===== config.mk =====
export PLATFORM = sky130hd
export DESIGN_NAME = instruction_fetch_unit
export DESIGN_NICKNAME = d
export VERILOG_FILES = /design/src/rtl/xm_pkg.sv /design/src/rtl/fetch_timeout_cnt.sv /design/src/rtl/instruction_fetch_unit.sv
export SDC_FILE = /design/constraint.sdc
export NUM_CORES = 1
export LEC_CHECK = 0
export BUFFER_PORTS_ARGS = -buffer_cell sky130_fd_sc_hd__buf_2
export CAP_MARGIN = 40
export CORE_MARGIN = 1.5
export CORE_UTILIZATION = 43
export DETAILED_ROUTE_END_ITERATION = 8
export GPL_TIMING_DRIVEN = 0
export PLACE_DENSITY_LB_ADDON = 0.1
export SYNTH_ARGS = -nofsm -noshare
export SYNTH_HDL_FRONTEND = slang
export SYNTH_SLANG_ARGS = --single-unit
export TNS_END_PERCENT = 5

===== constraint.sdc =====
create_clock -name clk_i -period 1.5 [get_ports clk_i]
set_input_delay 0 -clock clk_i [delete_from_list [all_inputs] [get_ports clk_i]]
set_output_delay 0 -clock clk_i [all_outputs]
set_load 0.01 [all_outputs]

===== src/rtl/xm_pkg.sv =====
// Shared types and constants for the instruction fetch slice.
package xm_pkg;
  localparam int              WORD      = 16;
  localparam logic [WORD-1:0] RESET_VEC = 16'h0000;

  typedef enum logic [1:0] {
    IDLE  = 2'd0,
    REQ   = 2'd1,
    DONE  = 2'd2,
    FAULT = 2'd3
  } fetch_state_t;
endpackage


===== src/rtl/fetch_timeout_cnt.sv =====
// Wait-state counter for the memory handshake; expire_o flags the final allowed REQ cycle.
module fetch_timeout_cnt #(
  parameter int TIMEOUT = 15
) (
  input  logic clk_i,
  input  logic arst_n_i,
  input  logic clr_i,
  input  logic en_i,
  output logic expire_o
);
  logic [7:0] r_cnt;

  always_ff @(posedge clk_i or negedge arst_n_i) begin
    if (!arst_n_i)  r_cnt <= '0;
    else if (clr_i) r_cnt <= '0;
    else if (en_i)  r_cnt <= r_cnt + 8'd1;
  end

  // Expires on the cycle whose increment would make the count reach TIMEOUT.
  assign expire_o = en_i && (r_cnt == 8'(TIMEOUT - 1));
endmodule


===== src/rtl/instruction_fetch_unit.sv =====
// Fetch unit: owns the PC, runs the instruction-memory handshake, latches the fetched word.
module instruction_fetch_unit
  import xm_pkg::*;
#(
  parameter int TIMEOUT = 15
) (
  input  logic            clk_i,
  input  logic            arst_n_i,
  input  logic            fetch_i,
  input  logic            pc_upd_i,
  input  logic [WORD-1:0] pc_next_i,
  input  logic            pc_wr_i,
  input  logic [WORD-1:0] pc_data_i,
  input  logic            mem_rdy_i,
  input  logic [WORD-1:0] mem_data_i,
  output logic [WORD-1:0] pc_o,
  output logic            mem_req_o,
  output logic [WORD-1:0] mem_addr_o,
  output logic [WORD-1:0] ir_o,
  output logic            done_o,
  output logic            busy_o,
  output logic            fault_o
);
  fetch_state_t    r_state, w_state_nxt;
  logic [WORD-1:0] r_pc, r_ir, r_addr;
  logic            r_req, r_done, r_fault;
  logic            w_cnt_clr, w_cnt_en, w_expire, w_ld_ir;

  fetch_timeout_cnt #(.TIMEOUT(TIMEOUT)) u_tmo (
    .clk_i    (clk_i),
    .arst_n_i (arst_n_i),
    .clr_i    (w_cnt_clr),
    .en_i     (w_cnt_en),
    .expire_o (w_expire)
  );

  always_comb begin
    w_state_nxt = r_state;
    w_cnt_clr   = 1'b0;
    w_cnt_en    = 1'b0;
    w_ld_ir     = 1'b0;
    case (r_state)
      IDLE: begin
        if (fetch_i) begin
          if (r_pc[0]) begin
            w_state_nxt = FAULT;
          end else begin
            w_state_nxt = REQ;
            w_cnt_clr   = 1'b1;
          end
        end
      end
      REQ: begin
        if (mem_rdy_i) begin
          w_ld_ir     = 1'b1;
          w_state_nxt = DONE;
        end else begin
          w_cnt_en = 1'b1;
          if (w_expire) w_state_nxt = FAULT;
        end
      end
      DONE:    w_state_nxt = IDLE;
      FAULT:   w_state_nxt = IDLE;
      default: w_state_nxt = IDLE;
    endcase
  end

  always_ff @(posedge clk_i or negedge arst_n_i) begin
    if (!arst_n_i) begin
      r_state <= IDLE;
      r_pc    <= RESET_VEC;
      r_ir    <= '0;
      r_addr  <= '0;
      r_req   <= 1'b0;
      r_done  <= 1'b0;
      r_fault <= 1'b0;
    end else begin
      r_state <= w_state_nxt;
      r_req   <= (w_state_nxt == REQ);
      r_done  <= (w_state_nxt == DONE);
      r_fault <= (w_state_nxt == FAULT);
      if (w_ld_ir)   r_ir   <= mem_data_i;
      if (w_cnt_clr) r_addr <= r_pc;
      // PC only moves in IDLE; a fetch launched this cycle already captured the old PC.
      if (r_state == IDLE) begin
        if (pc_wr_i)       r_pc <= pc_data_i;
        else if (pc_upd_i) r_pc <= pc_next_i;
      end
    end
  end

  assign pc_o       = r_pc;
  assign ir_o       = r_ir;
  assign mem_addr_o = r_addr;
  assign mem_req_o  = r_req;
  assign done_o     = r_done;
  assign fault_o    = r_fault;
  assign busy_o     = (r_state != IDLE);
endmodule


==> results.tsv <==
stage	metric	value	unit
placement	dp_hpwl	4200	um
critical_path	startpoint_type	flip-flop	
synth	ys_seq_elements	61	
timing	max_freq	0.638	GHz
synth	synth_flop_cell	dfrtp_1	
power_and_ir_drop	cellLeakagePower	1.94	nW
synth	syn_nets	274	
cts	clk_latency	0.33	ns
global_route	antenna_found_initial	0	
timing	rsz0062_at_grt	yes	
cells_and_area	diodes	0	
global_route	overflow	0	
power_and_ir_drop	powerDensity	1980	nW/um^2
critical_path	setup.worst_path.class	flip-flop to flip-flop	
timing	tightestPinTransition	0.629	ns
global_route	grt_pass1_vias	2080	
synth	avgSynthCellArea	12.1	sq um
global_route	track_usage	0.197	
placement	portBuffers	104	
die	die_w	81.4	um
synth	synth_edf_count	0	
routing	vias	2109	
synth	synth-seq-area-share	0.578	
synth	ys_warn_count	0	
cts	clock-root-buffer	clkbuf_8	
routing	final_antenna_net_count	0	
critical_path	cp.arrival	1.82	ns
global_route	groute.layer.met2.usage	0.318	
cts	cts_tree	yes	
placement	gp_congestion	0.750	
synth	async_flop_share	1.00	
routing	vias_per_cell	4.83	
routing	wire_per_inst	13.9	um
cells_and_area	fill_cells	489	
run_status	violations	negative setup slack	
run_status	status	finished, violations left	
run	cap_violations	0	
synth	netlist_area	2640	sq um
routing	wl	6080	um
global_route	grt_start_max_net_pins	36	
global_route	grt_pass1_wl	9790	um
min_path	min_path_type	input pin to flip-flop	
die	fp.coreArea	5920	sq um
placement	dp_cells	398	
die	fp.dieH	81.4	um
cts	numCtsBuffers	9	
cts	cts.sinks	61	
timing	maxSlewHeadroom	0.581	
timing	fin_crit	1.57	ns
routing	drt_first_pass_iters	4	
timing	slew_viol_final	0	
synth	synthCells	218	
timing	hold_ws	0.0292	ns
critical_path	end_kind	flip-flop	
die	num_rows	28	
timing	finalHoldViolations	0	
die	initial_core_util	0.446	
routing	drcViolationCount	0	
timing	layout_setup_ws	-0.0673	ns
cts	cts.htree.levels	3	
critical_path	cp.required	1.75	ns
cts	cts.clk_slew.worst_paths	0.06	ns
power_and_ir_drop	vdd_drop_max	985	uV
routing	first_iter_violations	77	
critical_path	path_max_fanout	5	
cells_and_area	area_growth	44.2	%
cells_and_area	stdcell_count	437	
timing	setup_violations	22	
global_route	globalRoute.busiestLayer	met2	
global_route	met1_usage	0.253	
global_route	grtUsageMet3	0.0438	
die	pin_count	106	
cells_and_area	final_nets	413	
cts	clockBufferDepth	2	
critical_path	r2r_setup_slack	-0.07	ns
timing	fin_crit_sh	1.04	
cells_and_area	drive_above_1_share	0.533	
timing	fin_skew	0.00636	ns
die	dieArea	6620	sq um
synth	synth_cell_types	37	
[report_power, final]
group	internal, mW	leakage [nW]	total [mW]	switching, mW
clock	0.928	0.107	1.53	0.603
sequential	2.39	0.748	2.87	0.476
combinational	1.66	1.09	3.14	1.49
total	4.98	1.94	7.54	2.56
[layout by cell type (no fill, tap or decap), types with 3 or more instances in the layout]
| cell | n |
|---|---|
| clkinv_2 | 3 |
| nor2_1 | 4 |
| clkbuf_1 | 3 |
| clkbuf_8 | 9 |
| dfrtp_1 | 60 |
| mux2_4 | 11 |
| buf_6 | 4 |
| inv_1 | 6 |
| dlygate4sd3_1 | 18 |
| buf_4 | 5 |
| buf_2 | 106 |
| mux2_2 | 37 |
| nand2_1 | 51 |
| a21oi_1 | 3 |
[final timing paths]
check	from	cells after the start	to
max	r_state[0]$_DFF_PN0_	4	u_tmo.r_cnt[5]$_DFFE_PN0P_
min reg2reg	mem_addr_o[2]$_DFFE_PN0P_	2	mem_addr_o[2]$_DFFE_PN0P_
min in group asynchronous	arst_n_i	2	mem_req_o$_DFF_PN0_
min	pc_next_i[4]	3	pc_o[4]$_DFFE_PN0P_
max in group asynchronous	arst_n_i	3	u_tmo.r_cnt[6]$_DFFE_PN0P_
max reg2reg	r_state[0]$_DFF_PN0_	4	u_tmo.r_cnt[5]$_DFFE_PN0P_
[registers in the layout, summed over array words and instances (netlist names)]
register / cells
done_o: 1
mem_req_o: 1
fault_o: 1
mem_addr_o: 16
u_tmo.r_cnt: 8
ir_o: 16
pc_o: 16
r_state: 2
[synthesized netlist by cell type, drive strengths merged, types with 2 or more instances]
cell type,instances,area share
dfrtp,61,0.58
nand2,52,0.074
mux2,48,0.20
inv,6,0.0085
buf,5,0.011
nor2,5,0.0099
a21oi,4,0.0090
clkbuf,4,0.0057
ha,2,0.0095
mux2i,2,0.0076
nand3,2,0.0038
nor3b,2,0.0057
o21ai,2,0.0038
or3,2,0.0047
xnor2,2,0.0066
[what timing repair did]
item,CTS,global route
resized for setup,21,5
setup buffers,5,0
hold buffers,18,0
pin swaps,4,1
endpoints found under the hold margin,43,0
gates cloned,2,0
endpoints found under the setup margin,42,49
[critical path, stage by stage (launching register included)]
cell and delay, ns:
dfrtp_1 0.37, buf_6 0.12, or3b_4 0.40, or4_4 0.49
a21oi_2 0.12
[layout make-up]
| type | instances | area (sq um) | share of cell area |
|---|---|---|---|
| Clock buffer | 11 | 131 | 0.0345 |
| Clock inverter | 5 | 75.1 | 0.0197 |
| Sequential cell | 61 | 1530 | 0.401 |
| Multi-Input combinational cell | 142 | 1130 | 0.297 |
| Buffer | 7 | 52.6 | 0.0138 |
| Tap cell | 75 | 93.8 | 0.0246 |
| Inverter | 6 | 22.5 | 0.00591 |
| Timing Repair Buffer | 130 | 774 | 0.203 |
[metal layers]
layer | part of all wire | wire, um
met2 | 0.53 | 3250
met5 | 0 | 0
met4 | 0.011 | 69
met3 | 0.036 | 217
met1 | 0.42 | 2540
[kinds of logic after synthesis]
family / after synthesis / share of synthesized area
simple gates: 78 / 0.144
flops: 61 / 0.578
mux: 50 / 0.212
buf+inv: 15 / 0.0256
compound gates: 10 / 0.0242
xor+xnor: 2 / 0.00663
fa+ha+maj: 2 / 0.00947
[metrics by stage]
step                      power [mW]  worst slack, ns  cell area (sq um)  setup TNS (ns)   util
after floorplan                 4.53          -0.0331               2650          -0.471      -
after global placement          5.58           -0.233               3260           -6.80  0.551
after detailed placement        5.65           -0.241               3280           -6.48  0.555
after CTS                       7.59          -0.0605               3780           -1.46  0.638
after global routing            8.06           -0.137               3810           -2.27  0.643
final                           7.54          -0.0673               3810          -0.321  0.643
Note: power is estimated with default switching activity, not from simulation.
